==> src/rtl/delay_rx_buffer.sv <==
// delay_rx_buffer
//   Receiving end of a fixed-latency upstream delay line that has no backpressure.
//   Upstream may launch a word only while credit is available (issue_ready_o).
//   Words emerge DELAY_BY cycles later on data_valid_i/data_i. They are captured
//   in a DEPTH-entry FIFO and drained through a valid/ready handshake, so the
//   downstream pipeline can stall without losing words still in flight.
//
//   Optional build macro: DELAY_RX_BUFFER_BYPASS_EN
//     When it is defined, an arriving word is presented on valid_o/data_o in the
//     same cycle if the FIFO is empty. If ready_i is also high, the word is consumed
//     directly and is never written into the FIFO.
//
// Ports
//   clk_i          clock, all state on posedge
//   arstn_i        asynchronous reset, active-low
//   issue_valid_i  upstream wants to launch a word this cycle
//   issue_ready_o  credit available (decoded from the credit register only)
//   data_valid_i   word emerging from the delay line
//   data_i         emerging word
//   valid_o        FIFO head valid
//   data_o         FIFO head data
//   ready_i        downstream accepts head
//   overflow_o     sticky: word arrived while FIFO full
module delay_rx_buffer #(
    parameter int DATA_WIDTH = 8,
    parameter int DELAY_BY   = 2,
    parameter int DEPTH      = DELAY_BY + 1
) (
    input  logic                  clk_i,
    input  logic                  arstn_i,
    input  logic                  issue_valid_i,
    output logic                  issue_ready_o,
    input  logic                  data_valid_i,
    input  logic [DATA_WIDTH-1:0] data_i,
    output logic                  valid_o,
    output logic [DATA_WIDTH-1:0] data_o,
    input  logic                  ready_i,
    output logic                  overflow_o
);

    localparam int unsigned CW = $clog2(DEPTH + 1);
    localparam int unsigned PW = (DEPTH > 1) ? $clog2(DEPTH) : 1;
    localparam logic [CW-1:0] DEPTH_C  = CW'(DEPTH);
    localparam logic [PW-1:0] LAST_PTR = PW'(DEPTH - 1);

    // Reject configurations that cannot work.
    generate
        if (DEPTH < 1 || DELAY_BY < 1) begin : g_bad_cfg
            $error("delay_rx_buffer: DEPTH and DELAY_BY must both be >= 1");
        end
    endgenerate

    logic [CW-1:0]         credit_cnt;
    logic [CW-1:0]         fill;
    logic [PW-1:0]         wr_ptr;
    logic [PW-1:0]         rd_ptr;
    logic [DATA_WIDTH-1:0] storage [DEPTH];

    logic issue;
    logic pop;
    logic fifo_pop;
    logic wr;
    logic full;
    logic empty;
    logic bypass;

    assign full          = (fill == DEPTH_C);
    assign empty         = (fill == '0);
    assign issue_ready_o = (credit_cnt < DEPTH_C);
    assign issue         = issue_valid_i && issue_ready_o;

`ifdef DELAY_RX_BUFFER_BYPASS_EN
    // An empty FIFO forwards the arriving word straight to the head.
    assign bypass  = empty && data_valid_i;
    assign valid_o = !empty || data_valid_i;
    assign data_o  = bypass ? data_i : storage[rd_ptr];
`else
    assign bypass  = 1'b0;
    assign valid_o = !empty;
    assign data_o  = storage[rd_ptr];
`endif

    assign pop      = valid_o && ready_i;
    assign fifo_pop = !empty && ready_i;
    // A full FIFO never accepts a write, even if it pops in the same cycle.
    assign wr       = data_valid_i && !full && !(bypass && ready_i);

    // Credits track words that have been issued and not yet popped, whether they are in flight or stored.
    always_ff @(posedge clk_i or negedge arstn_i) begin
        if (!arstn_i) begin
            credit_cnt <= '0;
        end else begin
            case ({issue, pop})
                2'b10:   credit_cnt <= credit_cnt + CW'(1);
                2'b01:   credit_cnt <= credit_cnt - CW'(1);
                default: credit_cnt <= credit_cnt;
            endcase
        end
    end

    // Occupancy counter, which is separate from the pointers so that non-power-of-2 depths work.
    always_ff @(posedge clk_i or negedge arstn_i) begin
        if (!arstn_i) begin
            fill <= '0;
        end else begin
            case ({wr, fifo_pop})
                2'b10:   fill <= fill + CW'(1);
                2'b01:   fill <= fill - CW'(1);
                default: fill <= fill;
            endcase
        end
    end

    // Pointers wrap at DEPTH-1.
    always_ff @(posedge clk_i or negedge arstn_i) begin
        if (!arstn_i) begin
            wr_ptr <= '0;
            rd_ptr <= '0;
        end else begin
            if (wr) begin
                wr_ptr <= (wr_ptr == LAST_PTR) ? '0 : wr_ptr + PW'(1);
            end
            if (fifo_pop) begin
                rd_ptr <= (rd_ptr == LAST_PTR) ? '0 : rd_ptr + PW'(1);
            end
        end
    end

    // Storage array, which is cleared on reset so that data_o reads 0 afterwards.
    always_ff @(posedge clk_i or negedge arstn_i) begin
        if (!arstn_i) begin
            for (int i = 0; i < DEPTH; i++) begin
                storage[i] <= '0;
            end
        end else if (wr) begin
            storage[wr_ptr] <= data_i;
        end
    end

    // Sticky overflow flag: a word arrived while there was no room for it.
    always_ff @(posedge clk_i or negedge arstn_i) begin
        if (!arstn_i) begin
            overflow_o <= 1'b0;
        end else if (data_valid_i && full) begin
            overflow_o <= 1'b1;
        end
    end

endmodule

==> config.mk <==
export PLATFORM = sky130hd
export DESIGN_NAME = delay_rx_buffer
export DESIGN_NICKNAME = d
export VERILOG_FILES = /design/src/rtl/delay_rx_buffer.sv
export SDC_FILE = /design/constraint.sdc
export NUM_CORES = 1
export LEC_CHECK = 0
export ABC_AREA = 1
export BUFFER_PORTS_ARGS = -buffer_cell sky130_fd_sc_hd__buf_2
export CORE_MARGIN = 4
export CORE_UTILIZATION = 51
export DETAILED_ROUTE_END_ITERATION = 10
export PLACE_DENSITY_LB_ADDON = 0.1
export SYNTH_ARGS = -nofsm -noshare
export SYNTH_HDL_FRONTEND = slang
export SYNTH_SLANG_ARGS = --single-unit
export TNS_END_PERCENT = 30
==> constraint.sdc <==
create_clock -name clk_i -period 1.3 [get_ports clk_i]
set_input_delay 0.13 -clock clk_i [delete_from_list [all_inputs] [get_ports clk_i]]
set_output_delay 0.13 -clock clk_i [all_outputs]
set_load 0.01 [all_outputs]
# After elaboration in Yosys (flattened, before gate mapping)
# Index checks and enable logic that the tools add are counted.
# word_totals
ff_bits	33
in_bits	13
elab_cells	47
# classes
add_sub_neg	6
n_lt_le_gt_ge	4
n_eq_ne	7
n_mux	10
n_bitwise	2
reduce_logical	10
# ops
operator	count
24-bit bitwise mux	1
8-bit two-way mux	3
8-bit binary-select mux with 2-bit select	1
8-bit demux with 2-bit select	1
2-bit equality test, second input constant	5
2-bit by 1-bit adder with 2-bit output, second input constant	4
2-bit case mux with 2 select lines	2
3-bit >= comparator, second input constant	2
2-bit inverter with 3-bit output	2
1-bit logical AND	5
2-bit by 1-bit equality test with 1-bit output, second input constant	2
2-bit two-way mux	2
2-bit nonzero test	2
2-bit by 1-bit subtractor with 2-bit output, second input constant	2
3-bit by 1-bit < comparator with 1-bit output, second input constant	1
1-bit zero test	2
2-bit zero test	1
2-bit < comparator, second input constant	1

# Depth between registers and ports, before layout
# depth
depth_word	6
mapped_depth	10

# Least setup slack after synthesis
# Ideal clock, no wire load.
# synth_path
kind	reg-to-reg
from	register fill[0]
to	register fill[1]
setup_time_ns	0.117
arrival_time_ns	1.296
path_slack_ns	-0.113
stages_incl_launch_ff	10
path_buffers	0
cell_sequence	dfrtp_1 > inv_1 > nand2_1 > nand2_1 > inv_1 > ha_1 > inv_1 > nand3_1 > nand2_1 > nand2_1
# synth_between
elab_chain_cells	5
word_cells_on_any_way	12
classes_between	add/sub: 2; eq/ne: 3; mux: 1; reduce/logical: 6
# synth_rtl
item	line_no	text
from (decl)	54	logic [CW-1:0] fill;
from (signal assigned)	107	2'b10: fill <= fill + CW'(1);
from (signal assigned)	108	2'b01: fill <= fill - CW'(1);
from (signal assigned)	109	default: fill <= fill;
2-bit zero test (*)	68	assign empty = (fill == '0);
1-bit zero test (*)	--	
net valid_o	35	output logic valid_o,
1-bit logical AND (*)	84	assign fifo_pop = !empty && ready_i;
net fifo_pop	61	logic fifo_pop;
2-bit by 1-bit equality test with 1-bit output or 2-bit equality test (tied branches)	106	case ({wr, fifo_pop})
2-bit case mux with 2 select lines or 2-bit nonzero test (tied branches)	--	
# Mark *: on every way through the listed nets, which the timed path passes. The rest lies on a longest branch.
# A chain may end at the register's enable or synchronous reset.

# Worst setup path in the final report
# layout_path
from	register rd_ptr[0]
to	output port data_o[0]
# layout_between
elab_chain_cells	4
# layout_rtl
item	line_no	text
from (decl)	56	logic [PW-1:0] rd_ptr;
from (signal assigned)	124	rd_ptr <= (rd_ptr == LAST_PTR) ? '0 : rd_ptr + PW'(1);
2-bit inverter with 3-bit output (implied by the code)	80	assign data_o = storage[rd_ptr];
8-bit binary-select mux with 2-bit select	80	
8-bit two-way mux (implied by the code) (2 in series)	80	
to (decl)	36	output logic [DATA_WIDTH-1:0] data_o,
# No other way between the ends. The select of a mux whose other input is x is not followed.

==> results.md <==
- The final routed DRC violation total is 0.
- The initial antenna violation count is 0.
- The run finished, with violations left.
- After floorplanning, the core was divided into 20 placement rows.
- The transition time of the tightest slew-check pin is 0.4258 ns.
- The mean post-synth cell area is 7.979 sq um.
- The first global-routing pass estimated 6810 um of wire.
- In this run the critical register-to-register path is launched from fill[0].
- The type of the setup path with the least slack is register to primary output.
- STA puts the critical path data arrival time at 1.37 ns.
- In this run, CTS created clock tree buffers numbering 5.
- The number of cells on the worst reg-to-reg path is 9.
- The finished cells cover 2296 sq um.
- STA classifies the critical path startpoint as a register.
- The synthesized instance count is 215.
- The part of the Yosys area used for sequential elements is 48.14%.
- The area of the multi-input gates is 885.9 sq um.
- The CTS tree is built.
- The final-report max-slew violation count is 0.
- In this run the worst path has a maximum fanout of 5.
- Setup repair after global routing could not meet its margin everywhere.
- Clock-pin slew was measured on the worst setup and hold paths at 0.10 ns.
- The via count of the first global-routing pass was 1,495.
- The time the final worst path needs with I/O delays and setup is 1.497 ns.
- The count of pins on the block boundary is 24.
- The capturing point of the worst reg2reg path is credit_cnt[1].
- The height of the die is 66.00 um.
- The worst hold path terminates at storage[21].
- The core footprint is 3128 sq um.
- Synthesis produced a netlist with a net count of 230.
- In this run the tightest slew margin relative to its limit is 71.58%.
- In this run the power density over the cells is 2559 nW/um^2.
- The antenna diode instance count is 0.
- Net switching is 42.74% of the power.
- The data required time at the worst endpoint is 1.17 ns.
- Input and output buffers added on the ports amount to 23.
- After the last flow step, the layout net total stands at 272.
- CTS placed an instance of clkbuf_4 at the clock tree root.
- The area growth from synthesis to layout is 33.84%.
- Setup slack on the worst reg-to-reg path comes out at -0.01 ns.
- The share of total power dissipated in sequential elements is 33.2%.
- IR analysis of the VDD net gives a maximum drop of 1.794 mV.
- For this configuration, the core starts out at a cell density of 54.84%.
- The timing-limited maximum frequency is 668.0 MHz.
- The combinational fraction of design power is 55.4%.
- The start point of the worst min-delay path is data_i[5].
- The final core utilization is 73.40%.
- The number of DRC violations after detailed-routing iteration 0 is 94.
- The register area is 828.3 sq um.
- The routability congestion estimate is 0.7914.
- Setup violations remaining at the end of the flow were counted as 9.
- The internal cell power is 3.365 mW.
- The final clock skew is 0.005644 ns.
- The number of endpoints with negative hold slack in the final report is 0.
- The leakage power is 1.200 nW.
- Max-cap violations in this run came to 0.
- The class of the worst hold path is primary input to register.
- The final worst slack is -0.1970 ns.
- The detail-routed net length per standard cell is 14.43 um.
- Counting the fill cells in the layout gives 240.
- The die covers 4355 sq um.
- In the finished design, the share of the clock period the worst path needs comes to 115.2%.
- The clock latency on the worst-skew pair is 0.34 ns.
- Measured along the x axis, the die boundary spans 66.00 um.
- The total overflow left after global routing is 0.
- The detailed-router iteration count before antenna repair is 4.
- The final antenna-violating net count is 0.
- In this run, synthesis produced a sequential element count of 33.
- Entering global routing, the biggest net connects 20 pins.
- The wire length after detailed routing is 4357 um.
- The clock network accounts for 11.4% of the total power.
- The switching component of the power is 2.511 mW.
- Using the TritonRoute via totals, the vias-per-cell ratio works out to 5.311.
- After detailed placement, the total cell area comes to 1993 sq um.
- The worst hold path was traced through 3 stages.
- The checks that failed: negative setup slack.
- The number of buffers between clock root and the deepest sink is 2.
- The total of warnings raised by yosys is 0.
- STA classifies the critical path endpoint as a primary output.
- For this run, the total global-route usage over all layers was measured as 21.18%.
- The synthesized netlist contains 18 unique library cells.
- The TritonCTS sink count is 33.
- The combined area of all synthesized cells is 1715 sq um.
- The routed via count is 1,604.
- The maximum level of the CTS H-tree is 2.
- The share of cells above drive strength 1 is 37.21%.
- The total half-perimeter wirelength after legalization and detailed placement is 2951 um.
## per-stage QoR
step / TNS (ns) / hold WS, ns / power [mW] / setup slack (ns) / std cells
floorplan: -0.03673 / -0.1656 / 3.481 / -0.03673 / 215
global placement: 0 / 0.06437 / 4.333 / 0.03912 / 289
detailed placement: -0.05552 / 0.07062 / 4.456 / -0.03959 / 289
CTS: -1.580 / 0.03281 / 5.251 / -0.2110 / 301
global route: -2.216 / 0.04866 / 6.337 / -0.2760 / 302
finish: -1.485 / 0.04692 / 5.876 / -0.1970 / 302
## state kept, by name (all words and copies together) (netlist names)
name / cells
credit_cnt: 2
fill: 2
overflow_o: 1
rd_ptr: 2
storage: 24
wr_ptr: 2
## power by group through the flow
stage          Sequential, mW  Clock (mW)  Combinational (mW)
2_1_floorplan            1.81           0                1.67
3_3_place_gp             1.84           0                2.49
3_5_place_dp             1.87           0                2.58
4_1_cts                  1.86       0.691                2.70
5_1_grt                  2.01       0.726                3.60
6_report                 1.95       0.669                3.26
## metal layers
metal | track usage [%] | vias up | routed length, um
li1 | - | 785 | -
met1 | 25.71 | 753 | 1780
met2 | 35.17 | 58 | 2185
met3 | 5.952 | 8 | 302
met4 | 8.883 | 0 | 89
met5 | 0 | - | 0
## critical path, cell delays in order (launching register included)
cell	delay, ns
dfrtp_2	0.46
inv_2	0.07
nor2_4	0.13
buf_6	0.14
nand2_2	0.05
nand3_2	0.06
buf_6	0.10
## cells in the mapped netlist, drive strengths merged
cell type,number,area [sq um]
inv,29,108.9
buf,7,40.03
dfrtp,33,825.8
nand2,81,306.6
o21bai,16,120.1
xnor2,2,17.52
nand4,26,162.7
nor2,6,35.03
o21ai,1,5.000
ha,2,25.02
a31o,1,8.760
nand3,11,60.06
## worst max path at each step
stage | start | end | slack [ns] | cells past startpoint
4_1_cts | rd_ptr[0] | data_o[0] | -0.21 | 6
3_3_place_gp | fill[1] | credit_cnt[1] | 0.04 | 9
5_1_grt | rd_ptr[1] | data_o[0] | -0.28 | 6
3_5_place_dp | fill[1] | credit_cnt[1] | -0.04 | 9
2_1_floorplan | fill[0] | fill[1] | -0.04 | 8
6_report | rd_ptr[0] | data_o[0] | -0.20 | 6
## final cells by class
type | instances | area share [%]
tap | 44 | 2.398
sequential | 33 | 36.08
multi-input combinational | 146 | 38.58
inverter | 29 | 4.850
timing repair buffer | 42 | 15.04
clock buffer | 7 | 2.834
clock inverter | 1 | 0.2180
## placed cells by master, fill, tap and decap left out, drive strengths merged
| master | count |
|---|---|
| nand2 | 81 |
| a31o | 1 |
| dlygate4sd3 | 1 |
| xnor2 | 2 |
| clkbuf | 7 |
| nand3 | 11 |
| dfrtp | 33 |
| inv | 29 |
| buf | 41 |
| o21bai | 16 |
| o21ai | 1 |
| nor2 | 6 |
| nand4 | 26 |
| ha | 2 |
| clkinv | 1 |
## timing repair
item / in CTS / in global routing
buffers inserted: 3 / 1
hold endpoints to repair: 22 / 0
pin swaps: 1 / 11
hold buffers: 1 / 0
endpoints found under the setup margin: 10 / 19
gates resized for setup: 7 / 47
## kinds of logic (layout without fill, tap and decap cells)
group | Yosys count | in the layout | synth area share, %
XOR/XNOR | 2 | 2 | 1.021
flip-flops | 33 | 33 | 48.14
AO/OA/AOI/OAI | 18 | 18 | 7.805
buffers and inverters | 36 | 79 | 8.680
AND/OR/NAND/NOR | 124 | 124 | 32.90
adder cells (fa/ha/maj) | 2 | 2 | 1.459
(Power assumes the default switching activity.)
